===== config.mk =====
export PLATFORM = sky130hd
export DESIGN_NAME = fifo_unpacker
export DESIGN_NICKNAME = d
export VERILOG_FILES = /design/src/rtl/fifo_unpacker.sv
export SDC_FILE = /design/constraint.sdc
export NUM_CORES = 1
export LEC_CHECK = 0
export CORE_UTILIZATION = 60
export DETAILED_ROUTE_END_ITERATION = 7
export PLACE_DENSITY = 0.95
export SYNTH_ARGS = -nofsm -noshare
export SYNTH_HDL_FRONTEND = slang
export SYNTH_SLANG_ARGS = --single-unit

===== constraint.sdc =====
create_clock -name clk -period 7.7 [get_ports clk]
set_input_delay 1.925 -clock clk [delete_from_list [all_inputs] [get_ports clk]]
set_output_delay 1.925 -clock clk [all_outputs]
set_load 0.03 [all_outputs]

===== src/rtl/fifo_unpacker.sv =====
// Drain stage for the 32-bit word FIFO: issues reads, buffers up to two words to cover the
// one-cycle read latency, and streams each word out as ELEM_W-bit elements, lane 0 first.
module fifo_unpacker #(
  parameter int ELEM_W   = 8,
  parameter int TILE_LEN = 16
) (
  input  logic              clk,
  input  logic              rst,
  input  logic              flush,
  input  logic              fifo_empty,
  output logic              fifo_read,
  input  logic [31:0]       fifo_rdata,
  output logic              out_valid,
  input  logic              out_ready,
  output logic [ELEM_W-1:0] out_data,
  output logic              out_last,
  output logic              busy
);

  localparam int LANES   = 32 / ELEM_W;
  localparam int LANE_W  = (LANES > 1) ? $clog2(LANES) : 1;
  localparam int LANE_N  = 2 ** LANE_W;
  localparam int TILE_W  = $clog2(TILE_LEN);

  logic [1:0]        occ_reg, occ_next;
  logic              pending_reg, pending_next;
  logic [LANE_W-1:0] lane_reg, lane_next;
  logic [TILE_W-1:0] tile_reg, tile_next;
  logic [31:0]       head_reg, head_next;
  logic [31:0]       tail_reg, tail_next;

  logic              accept;
  logic              pop;
  logic              last_lane;
  logic              tile_last;
  logic [2:0]        occ_sum;
  logic [1:0]        wr_slot;
  logic [ELEM_W-1:0] lane_elem [LANE_N];

  // Lane selector is padded to a power of two so the index width always matches.
  for (genvar gi = 0; gi < LANE_N; gi++) begin : g_lane
    if (gi < LANES) begin : g_used
      assign lane_elem[gi] = head_reg[gi*ELEM_W +: ELEM_W];
    end else begin : g_pad
      assign lane_elem[gi] = '0;
    end
  end

  assign out_valid = (occ_reg != 2'd0);
  assign out_data  = lane_elem[lane_reg];
  assign last_lane = (lane_reg == LANE_W'(LANES - 1));
  assign tile_last = (tile_reg == TILE_W'(TILE_LEN - 1));
  assign out_last  = out_valid & tile_last;
  assign busy      = out_valid | pending_reg;

  assign accept  = out_valid & out_ready;
  assign pop     = accept & last_lane;
  assign occ_sum = {1'b0, occ_reg} + {2'b00, pending_reg} - {2'b00, pop};
  // Read only if the word can still fit once the in-flight one lands.
  assign fifo_read = !rst && !flush && !fifo_empty && (occ_sum < 3'd2);
  // Arriving word goes behind whatever survives this cycle's pop.
  assign wr_slot = occ_reg - {1'b0, pop};

  always_comb begin
    occ_next     = occ_sum[1:0];
    pending_next = fifo_read;
    lane_next    = lane_reg;
    tile_next    = tile_reg;
    head_next    = head_reg;
    tail_next    = tail_reg;

    if (pop) begin
      head_next = tail_reg;
    end
    if (pending_reg) begin
      if (wr_slot == 2'd0) begin
        head_next = fifo_rdata;
      end else begin
        tail_next = fifo_rdata;
      end
    end
    if (accept) begin
      lane_next = last_lane ? '0 : lane_reg + LANE_W'(1);
      tile_next = tile_last ? '0 : tile_reg + TILE_W'(1);
    end

    if (flush) begin
      occ_next     = 2'd0;
      pending_next = 1'b0;
      lane_next    = '0;
      tile_next    = '0;
      head_next    = head_reg;
      tail_next    = tail_reg;
    end
  end

  always_ff @(posedge clk) begin
    if (rst) begin
      occ_reg     <= 2'd0;
      pending_reg <= 1'b0;
      lane_reg    <= '0;
      tile_reg    <= '0;
      head_reg    <= 32'd0;
      tail_reg    <= 32'd0;
    end else begin
      occ_reg     <= occ_next;
      pending_reg <= pending_next;
      lane_reg    <= lane_next;
      tile_reg    <= tile_next;
      head_reg    <= head_next;
      tail_reg    <= tail_next;
    end
  end

endmodule


=== Yosys cells after proc, flatten, opt, wreduce, memory -nomap -nowiden ===
Index checks and enable logic that the tools add are counted.

* $add $sub $neg: 5
* Multiply operators: 0
* Div/mod/pow operators: 0
* Order comparisons: 2
* Equality and inequality tests: 2
* Shift operators: 0
* Mux-type cells: 8
* Bitwise gates (word level): 7
* Reductions and logical operators: 10

{| class="wikitable"
|+ Operators by type and width
! cell !! number
|-
| 32-bit two-way mux || 3
|-
| 8-bit binary-select mux with 2-bit select || 1
|-
| 8-bit two-way mux || 2
|-
| 4-bit by 1-bit adder with 4-bit output (second input constant) || 1
|-
| 4-bit == test (second input constant) || 1
|-
| 4-bit two-way mux || 1
|-
| 2-bit by 1-bit adder with 3-bit output || 1
|-
| 1-bit AND || 3
|-
| 3-bit >= comparator (second input constant) || 1
|-
| 1-bit logical AND || 3
|-
| 1-bit zero test || 3
|-
| 3-bit by 2-bit < comparator with 1-bit output (second input constant) || 1
|-
| 2-bit NOT with 3-bit output || 1
|-
| 3-bit AND reduction || 1
|-
| 3-bit by 1-bit subtractor with 3-bit output || 1
|-
| 2-bit by 1-bit adder with 2-bit output (second input constant) || 1
|-
| 2-bit == test (second input constant) || 1
|-
| 2-bit zero test || 1
|-
| 2-bit two-way mux || 1
|-
| 1-bit NOT || 2
|-
| 2-bit nonzero test || 1
|-
| 2-bit OR reduction || 1
|-
| 2-bit by 1-bit subtractor with 2-bit output || 1
|-
| 1-bit OR || 1
|}

* Register bits: 73
* Bits in latches: 0
* Memory bits (writable): 0
* Bits in read-only memories: 0
* Output and inout port bits: 12
* Word-level logic and storage cells: 40
* Memories: 0

=== Logic depth before layout (Yosys ltp) ===
Gate-level depths: netlist of run 1.

* Depth after elaboration: 7
* Depth in mapped cells: 8
* Mapped depth without buffers: 8

=== Least setup slack after synthesis of run 1 ===
OpenSTA, ideal clock, no wires.

* Path kind: input to output
* From: input port out_ready
* To: output port fifo_read
* Arrival: 4.020 ns
* Required time: 5.775 ns
* Slack: 1.755 ns
* Cell stages on the path: 6
* Path buffers: 0
* Path through: o211ai_1 or2_2 nand2_1 ha_1 fa_1 nor4_1

* Longest elaborated chain between the ends: 5

{| class="wikitable"
|+ Ends and longest elaborated chain
! item !! line !! source
|-
| start, declared || 14 || <nowiki>input logic out_ready,</nowiki>
|-
| 1-bit AND || 56 || <nowiki>assign accept = out_valid & out_ready;</nowiki>
|-
| 1-bit AND || 57 || <nowiki>assign pop = accept & last_lane;</nowiki>
|-
| 3-bit by 1-bit subtractor with 3-bit output || 58 || <nowiki>assign occ_sum = {1'b0, occ_reg} + {2'b00, pending_reg} - {2'b00, pop};</nowiki>
|-
| net occ_sum[1] || 36 || <nowiki>logic [2:0] occ_sum;</nowiki>
|-
| 3-bit by 2-bit < comparator with 1-bit output || 60 || <nowiki>assign fifo_read = !rst && !flush && !fifo_empty && (occ_sum < 3'd2);</nowiki>
|-
| 1-bit logical AND || 60 ||
|-
| end, declared || 11 || <nowiki>output logic fifo_read,</nowiki>
|}

The timed path passes the listed nets, and every way through them passes these cells.

=== Worst setup path after layout of run 1 ===
Ends and elaborated chain as after synthesis.

==> results.yml, run 1 <==
status:
  outcome: "complete, but fails checks"
  violations: "design-rule violations"
setup_path:
  worst_setup_path_start_kind: "input port"
  crit_fanout: 5
  endpoint_kind: "primary output"
  critical_path_class: "in -> out"
  required_ns: 5.78
  critPathArrivalTime_ns: 4.88
  r2r_setup_slack_ns: 4.88
clock_network:
  clock-sinks: 73
  cts.path.max_buffers: 2
  htreeDepth: 3
  cts_tree: "built"
  cts.clk_slew.worst_paths_ns: 0.07
  root_buffer: "clkbuf_8"
  cts_buffers: 9
  ctsResizeCount: 0
  postCtsSetupRepairBufs: 0
  clk_latency_ns: 0.34
  cts_hold_buf: 0
synth:
  synth-seq-cells: 73
  synthTopCellsByArea: "dfxtp_1 39%, nand2b_1 11%, mux2i_1 9.0%, a2111oi_1 7.9%, a2111oi_0 7.4%"
  synth_edf_count: 0
  synth_largest_area_cell: "dfxtp_1"
  synth_cell_types: 38
  synth-async-reset-ratio: 0
  synth_seq_area_share: 0.386
  yosysMostFrequentCell: "dfxtp_1"
  synth_ff_type: "dfxtp_1"
  syn_area_sq_um: 3780
  synth_area_per_cell_sq_um: 9.50
  synthTopCellsByCount: "73 x dfxtp_1, 65 x nand2b_1, 37 x inv_1"
  syn_nets: 439
  ys_warn_count: 0
  synthCells: 398
  synth_top_area_share: 0.386
sta:
  rsz0062_at_grt: "no"
  tns_ns: 0
  worst_pin_slew_ns: 1.14
  slew_viol_final: 0
  max_freq_ghz: 0.147
  finalHoldViolCount: 0
  fin_crit_sh: 0.884
  max-slew-margin-rel: 0.239
  period_needed_ns: 6.81
  finalClockSkew_ns: 0.00527
  setup_violations: 0
placement:
  io_buffer_count: 48
  dp.cells: 484
  place_congestion: 0.817
  postPlaceCellArea_sq_um: 4190
  hpwl_um: 5760
die:
  ios: 49
  core_area_sq_um: 5990
  initial_core_util: 0.631
  rows: 28
  dieWidth_um: 81.4
  die_area_sq_um: 6620
  die_h_um: 81.4
drt:
  drt_first_pass_iters: 8
  via_per_inst: 6.42
  drcViolationCount: 1
  drtIter0Drc: 322
  wl_per_cell_um: 17.9
  vias: 3208
  drt_wl_total_um: 8960
  ant_nets: 0
layout:
  final_area_sq_um: 4370
  fill_cells: 416
  stdcell_count: 500
  syn_to_final_growth_pct: 15.5
  antenna_cells: 0
  drive_gt1_frac: 0.0729
  nNetsFinal: 461
power:
  p_clk_frac: 0.368
  combPwrFrac: 0.098
  seqPwrFrac: 0.533
  power_density_nw_per_um2: 167
  p_int_uw: 555
  switchingPower_uw: 176
  swShare: 0.241
  ir_worst_vdd_uv: 110
  p_leak_nw: 1.36
global_route:
  grt_first_pass_wirelength_um: 14200
  grt_pass1_vias: 3025
  grt_usage: 0.286
  antenna_found_initial: 0
  grt_max_degree: 98
  grt.overflow.total: 0
job:
  maxCapViolCount: 0
worst_hold_path:
  hold_path_class: "reg -> reg"
==> cells by family after synthesis <==
group	synth area share
DFF	0.386
xor gates and xnor gates	0.00463
adders and majority gates	0.0152
and+or+nand+nor	0.188
buffers and inverters	0.0860
AOI/OAI and AO/OA	0.182
muxes	0.138
==> routing by layer <==
metal  share of wire  global-route usage  up-vias
li1                -                   -     1504
met1            0.41               0.353     1525
met2            0.49               0.462      148
met3           0.065              0.0652       31
met4           0.030               0.148        0
met5               0                   0        -
==> final cells by class <==
cell class | count | area [sq um] | area share
inverters | 37 | 139 | 0.0318
clock buffers | 13 | 159 | 0.0364
multi-input cells | 247 | 1990 | 0.457
repair buffers | 52 | 505 | 0.116
well taps | 75 | 93.8 | 0.0215
clock inverters | 3 | 15.0 | 0.00344
flip-flops and latches | 73 | 1460 | 0.335
==> worst paths after layout <==
path                start           end  cells after the start
max             out_ready     fifo_read                      8
min          head_reg[10]  head_reg[10]                      2
max reg2reg   lane_reg[0]  tail_reg[29]                      6
min reg2reg  head_reg[10]  head_reg[10]                      2
==> power by group through the flow <==
stage	combinational, mW	sequential, mW	clock, mW
floorplan	0.0397	0.396	0
global placement	0.0689	0.398	0
detailed placement	0.0707	0.398	0
CTS	0.0712	0.390	0.271
global route	0.0769	0.390	0.289
finish	0.0719	0.390	0.269
==> placed cells by master (no fill, tap or decap), types with 2 or more instances in the layout <==
cell             synthesis  routed
nand2_1                  6       6
clkbuf_8                 0      11
clkinv_2                 0       3
clkdlybuf4s50_1          0      47
or3b_1                   2       2
a2111oi_0               32      32
ha_1                     3       3
dfxtp_1                 73      73
mux2i_1                 34      34
nand2b_1                65      65
nor2_1                   5       5
o211ai_1                 2       2
inv_1                   37      37
a2111oi_1               30      30
o311ai_0                 2       2
nor3_1                  32      32
a21oi_1                  2       2
or2_2                    3       3
nor3b_1                  2       2
clkbuf_1                29       2
buf_4                    0       4
or3_1                    2       2
mux4_2                   8       8
nor4_1                   2       2
==> critical path: stages <==
cell	delay [ns]
clkdlybuf4s50_1	0.57
o211ai_1	0.21
or2_2	0.36
nand2_1	0.07
ha_1	0.16
fa_1	0.48
nor4_1	0.37
clkdlybuf4s50_1	0.74
==> per-stage QoR <==
stage	hold WS, ns	total power [mW]	utilization	setup WS, ns
2_1_floorplan	0.437	0.435	-	1.76
3_3_place_gp	0.450	0.467	0.700	1.08
3_5_place_dp	0.455	0.469	0.700	0.949
4_1_cts	0.473	0.732	0.729	0.924
5_1_grt	0.489	0.756	0.729	0.808
6_report	0.474	0.731	0.729	0.890
(Power assumes the default switching activity.)
==> run 2: changes to the inputs <==
--- a/config.mk
+++ b/config.mk
@@ -5,8 +5,11 @@
 export SDC_FILE = /design/constraint.sdc
 export NUM_CORES = 1
 export LEC_CHECK = 0
+export CORE_ASPECT_RATIO = 0.5
 export CORE_UTILIZATION = 60
+export CTS_CLUSTER_SIZE = 20
 export DETAILED_ROUTE_END_ITERATION = 7
+export HOLD_SLACK_MARGIN = 0.12
 export PLACE_DENSITY = 0.95
 export SYNTH_ARGS = -nofsm -noshare
 export SYNTH_HDL_FRONTEND = slang
==> run 2 against run 1 <==
The run now ends clean; die area rose by 0.29%; clock power increased by 96%; first-iteration DRC count rose by 18%; cell area increased by 5.0%; global-route usage up 4.6 points; worst setup slack better by 0.083 ns; hold slack got worse by 0.0098 ns; final cell count up 2.6%; routed wire length up 15%; critical endpoint unchanged; largest power group is now the clock network.
==> results.yml, run 2 (synthesized netlist as in run 1, its figures left out) <==
setup_path:
  worst_setup_path_start_kind: "input port"
  crit_fanout: 5
  critPathArrivalTime_ns: 4.80
  endpoint_kind: "primary output"
  critical_path_class: "in -> out"
  path_cells: "clkdlybuf4s50_1 > o211ai_1 > or2_2 > nand2_1 > ha_1 > fa_1 > nor4_1 > clkdlybuf4s50_1"
  required_ns: 5.78
  crit_slowest_cell: "clkdlybuf4s50_1"
  crit_path_max_incr_delay_ns: 0.71
  cp_common_cell: "clkdlybuf4s50_1"
die:
  dieWidth_um: 114
  die_h_um: 58.1
  core_area_sq_um: 6080
  initial_core_util: 0.622
  ios: 49
  die_area_sq_um: 6640
  rows: 20
layout:
  drive_gt1_frac: 0.0776
  multi_input_area_sq_um: 1990
  syn_to_final_growth_pct: 21.3
  antenna_cells: 0
  final_common_cell: "dfxtp_1"
  fill_cells: 374
  nNetsFinal: 461
  most-common-layout-cells: "73 x dfxtp_1, 65 x nand2b_1, 47 x clkdlybuf4s50_1"
  ff_latch_area_sq_um: 1460
clock_network:
  cts_tree: "built"
  cts_buffers: 9
  cts.path.max_buffers: 2
  clk_latency_ns: 0.34
  root_buffer: "clkbuf_16"
  cts.clk_slew.worst_paths_ns: 0.06
  postCtsSetupRepairBufs: 0
  clock-sinks: 73
  cts_hold_buf: 0
  htreeDepth: 3
  ctsResizeCount: 0
placement:
  hpwl_um: 5440
  place_congestion: 0.817
  io_buffer_count: 48
  place_ws_ns: 1.05
power:
  power_density_nw_per_um2: 216
  p_leak_nw: 1.45
  ir_worst_vdd_uv: 114
  report.power.total_uw: 992
sta:
  fin_crit_sh: 0.874
  max-slew-margin-rel: 0.207
  slew_viol_final: 0
  max_freq_ghz: 0.149
  finalClockSkew_ns: 0.00425
  period_needed_ns: 6.73
  tns_ns: 0
  rsz0062_at_grt: "no"
  setup_violations: 0
  finalHoldViolCount: 0
  fin_ws_ns: 0.973
  worst_pin_slew_ns: 1.19
job:
  maxCapViolCount: 0
drt:
  vias: 3357
  via_per_inst: 6.54
  ant_nets: 0
  drt_first_pass_iters: 6
  drcViolationCount: 0
  drtIter0Drc: 381
  drt_wl_total_um: 10300
  wl_per_cell_um: 20.1
global_route:
  grt.overflow.total: 0
  grt_pass1_vias: 3256
  grt_max_degree: 98
  antenna_found_initial: 0
  grt_first_pass_wirelength_um: 16500
  grt_usage: 0.332
status:
  outcome: "finished clean"
worst_hold_path:
  hold_path_class: "reg -> reg"
run 2: cell count changes in the layout (fill, tap and decap cells not counted), sizes merged:
| cell | previous run | this run |
|---|---|---|
| clkinv | 3 | 1 |
| bufinv | 0 | 4 |
| clkbuf | 13 | 11 |
run 2: cell type report:
type,instances,share of cell area
clock buffer,11,0.0551
clock inverter,5,0.0273
inverter,37,0.0303
multi-input combinational,247,0.435
sequential,73,0.319
tap,88,0.0240
timing repair buffer,52,0.110
run 2: metal layers:
metal  wire [um]  track usage  part of all wire
met2        4550        0.513              0.44
met4         446        0.199             0.043
met5           0            0                 0
met1        4180        0.419              0.41
met3        1150       0.0962              0.11
run 2: worst paths after layout:
kind / slack (ns) / cells after the start / from / to
setup / recovery: 0.97 / 8 / out_ready / fifo_read
hold / removal: 0.46 / 2 / head_reg[12] / head_reg[12]
setup reg to reg: 4.82 / 4 / lane_reg[0] / head_reg[24]
hold reg to reg: 0.46 / 2 / head_reg[12] / head_reg[12]
run 2: where the power goes:
| part | internal (mW) | switching, mW | total (mW) |
|---|---|---|---|
| combinational | 0.0371 | 0.0366 | 0.0737 |
| sequential | 0.385 | 0.00612 | 0.391 |
| clock | 0.366 | 0.161 | 0.528 |
| total | 0.788 | 0.204 | 0.992 |
run 2: critical path: cells and delay by family:
kind                     cells  cell delay, ns
adder cells (fa/ha/maj)      2            0.62
buffers and inverters        2            1.29
AND/OR/NAND/NOR              3            0.73
AO/OA/AOI/OAI                1            0.24
run 2: stage by stage:
step                      area [sq um]  utilization  instances  hold WS (ns)
after CTS                         4590        0.755        513         0.461
final                             4590        0.755        513         0.464
after global routing              4590        0.755        513         0.479
after floorplan                   3780            -        398         0.437
after global placement            4210        0.692        497         0.450
after detailed placement          4210        0.692        497         0.452
==> run 3: changes to the inputs <==
--- a/config.mk
+++ b/config.mk
@@ -6,11 +6,11 @@
 export NUM_CORES = 1
 export LEC_CHECK = 0
 export CORE_ASPECT_RATIO = 0.5
-export CORE_UTILIZATION = 60
+export CORE_UTILIZATION = 30
 export CTS_CLUSTER_SIZE = 20
 export DETAILED_ROUTE_END_ITERATION = 7
 export HOLD_SLACK_MARGIN = 0.12
-export PLACE_DENSITY = 0.95
+export PLACE_DENSITY = 0.59
 export SYNTH_ARGS = -nofsm -noshare
 export SYNTH_HDL_FRONTEND = slang
 export SYNTH_SLANG_ARGS = --single-unit
==> run 3 against run 2 <==
Global-route usage decreased by 18 points; clock skew about the same; worst setup slack better by 0.071 ns; register-to-register slack better by 0.21 ns; count of clock-buffer cells in the layout grew 1; sequential share of layout area decreased by 0.052 points; combinational power down 2%; critical path type unchanged; largest power group unchanged.
==> results.yml, run 3 (synthesized netlist as in run 1, its figures left out) <==
status:
  outcome: "finished clean"
setup_path:
  endpoint_kind: "primary output"
  crit_fanout: 5
  critical_path_class: "in -> out"
  required_ns: 5.78
  r2r_setup_slack_ns: 5.03
  critPathArrivalTime_ns: 4.73
  worst_setup_path_start_kind: "input port"
die:
  rows: 28
  die_h_um: 81.4
  die_area_sq_um: 13100
  core_area_sq_um: 12100
  dieWidth_um: 161
  ios: 49
  initial_core_util: 0.314
power:
  ir_worst_vdd_uv: 101
  switchingPower_uw: 193
  p_leak_nw: 1.41
  swShare: 0.226
  p_clk_frac: 0.460
  combPwrFrac: 0.084
  p_int_uw: 663
  power_density_nw_per_um2: 186
  seqPwrFrac: 0.456
clock_network:
  cts.path.max_buffers: 2
  ctsResizeCount: 0
  cts.clk_slew.worst_paths_ns: 0.06
  cts_hold_buf: 0
  root_buffer: "clkbuf_16"
  postCtsSetupRepairBufs: 0
  cts_tree: "built"
  cts_buffers: 9
  htreeDepth: 3
  clk_latency_ns: 0.33
  clock-sinks: 73
drt:
  drt_first_pass_iters: 4
  drtIter0Drc: 217
  ant_nets: 0
  vias: 2980
  via_per_inst: 5.05
  drt_wl_total_um: 9620
  wl_per_cell_um: 16.3
  drcViolationCount: 0
layout:
  multi_input_area_sq_um: 1990
  most-common-layout-cells: "73 x dfxtp_1, 65 x nand2b_1, 47 x clkdlybuf4s50_1"
  finish.utilization: 0.381
  final_common_cell: "dfxtp_1"
  nNetsFinal: 462
  syn_to_final_growth_pct: 21.5
  drive_gt1_frac: 0.0776
  fill_cells: 1206
  final_area_sq_um: 4600
  antenna_cells: 0
  ff_latch_area_sq_um: 1460
global_route:
  grt.overflow.total: 0
  grt_first_pass_wirelength_um: 15600
  antenna_found_initial: 0
  grt_usage: 0.154
  grt_pass1_vias: 2881
  grt_max_degree: 98
worst_hold_path:
  hold_path_class: "reg -> reg"
sta:
  tns_ns: 0
  max_freq_ghz: 0.150
  worst_pin_slew_ns: 1.12
  slew_viol_final: 0
  period_needed_ns: 6.66
  setup_violations: 0
  fin_crit_sh: 0.864
  max-slew-margin-rel: 0.252
  finalClockSkew_ns: 0.00403
  rsz0062_at_grt: "no"
  finalHoldViolCount: 0
placement:
  io_buffer_count: 48
  place_congestion: 0.741
  hpwl_um: 5810
  postPlaceCellArea_sq_um: 4310
job:
  maxCapViolCount: 0
run 3: cell count changes in the layout (fill, tap and decap cells not counted), sizes merged:
cell    delta
buf        +1
bufinv     -4
clkbuf     +1
clkinv     +2
run 3: worst max-delay path: stages:
cell and delay, ns:
clkdlybuf4s50_1 0.56, o211ai_1 0.21, or2_2 0.35, nand2_1 0.07, ha_1 0.16, fa_1 0.45
nor4_1 0.28, clkdlybuf4s50_1 0.71
run 3: power by group through the flow:
stage	clock (mW)	sequential (mW)	combinational, mW
4_1_cts	0.398	0.390	0.0727
6_report	0.394	0.390	0.0722
3_3_place_gp	0	0.398	0.0720
5_1_grt	0.418	0.391	0.0784
3_5_place_dp	0	0.398	0.0723
2_1_floorplan	0	0.396	0.0397
run 3: final cells by class:
| class | instances | share of cell area |
|---|---|---|
| tap | 165 | 0.0449 |
| clock inverter | 3 | 0.00327 |
| inverter | 37 | 0.0302 |
| sequential | 73 | 0.318 |
| clock buffer | 12 | 0.0580 |
| multi-input combinational | 247 | 0.434 |
| timing repair buffer | 53 | 0.112 |
run 3: per-stage QoR:
step           worst slack [ns]  total power [mW]  hold WS (ns)  cells
5_1_grt                   0.879             0.887         0.480    590
6_report                   1.04             0.856         0.459    590
2_1_floorplan              1.76             0.435         0.437    398
3_5_place_dp               1.06             0.471         0.450    575
3_3_place_gp               1.10             0.470         0.451    575
4_1_cts                    1.06             0.861         0.459    590
run 3: worst paths after layout:
path / startpoint / to / cells past startpoint
hold reg to reg: head_reg[25] / head_reg[25] / 2
setup reg to reg: lane_reg[0] / pending_reg / 7
hold / removal: head_reg[25] / head_reg[25] / 2
setup / recovery: out_ready / fifo_read / 8
run 3: metal layers:
layer  share of wire  global-route usage  vias up
met5               0                   0        -
met1            0.51               0.203     1420
met3           0.049              0.0552        8
met2            0.44               0.241       55
met4          0.0071              0.0368        0
li1                -                   -     1497
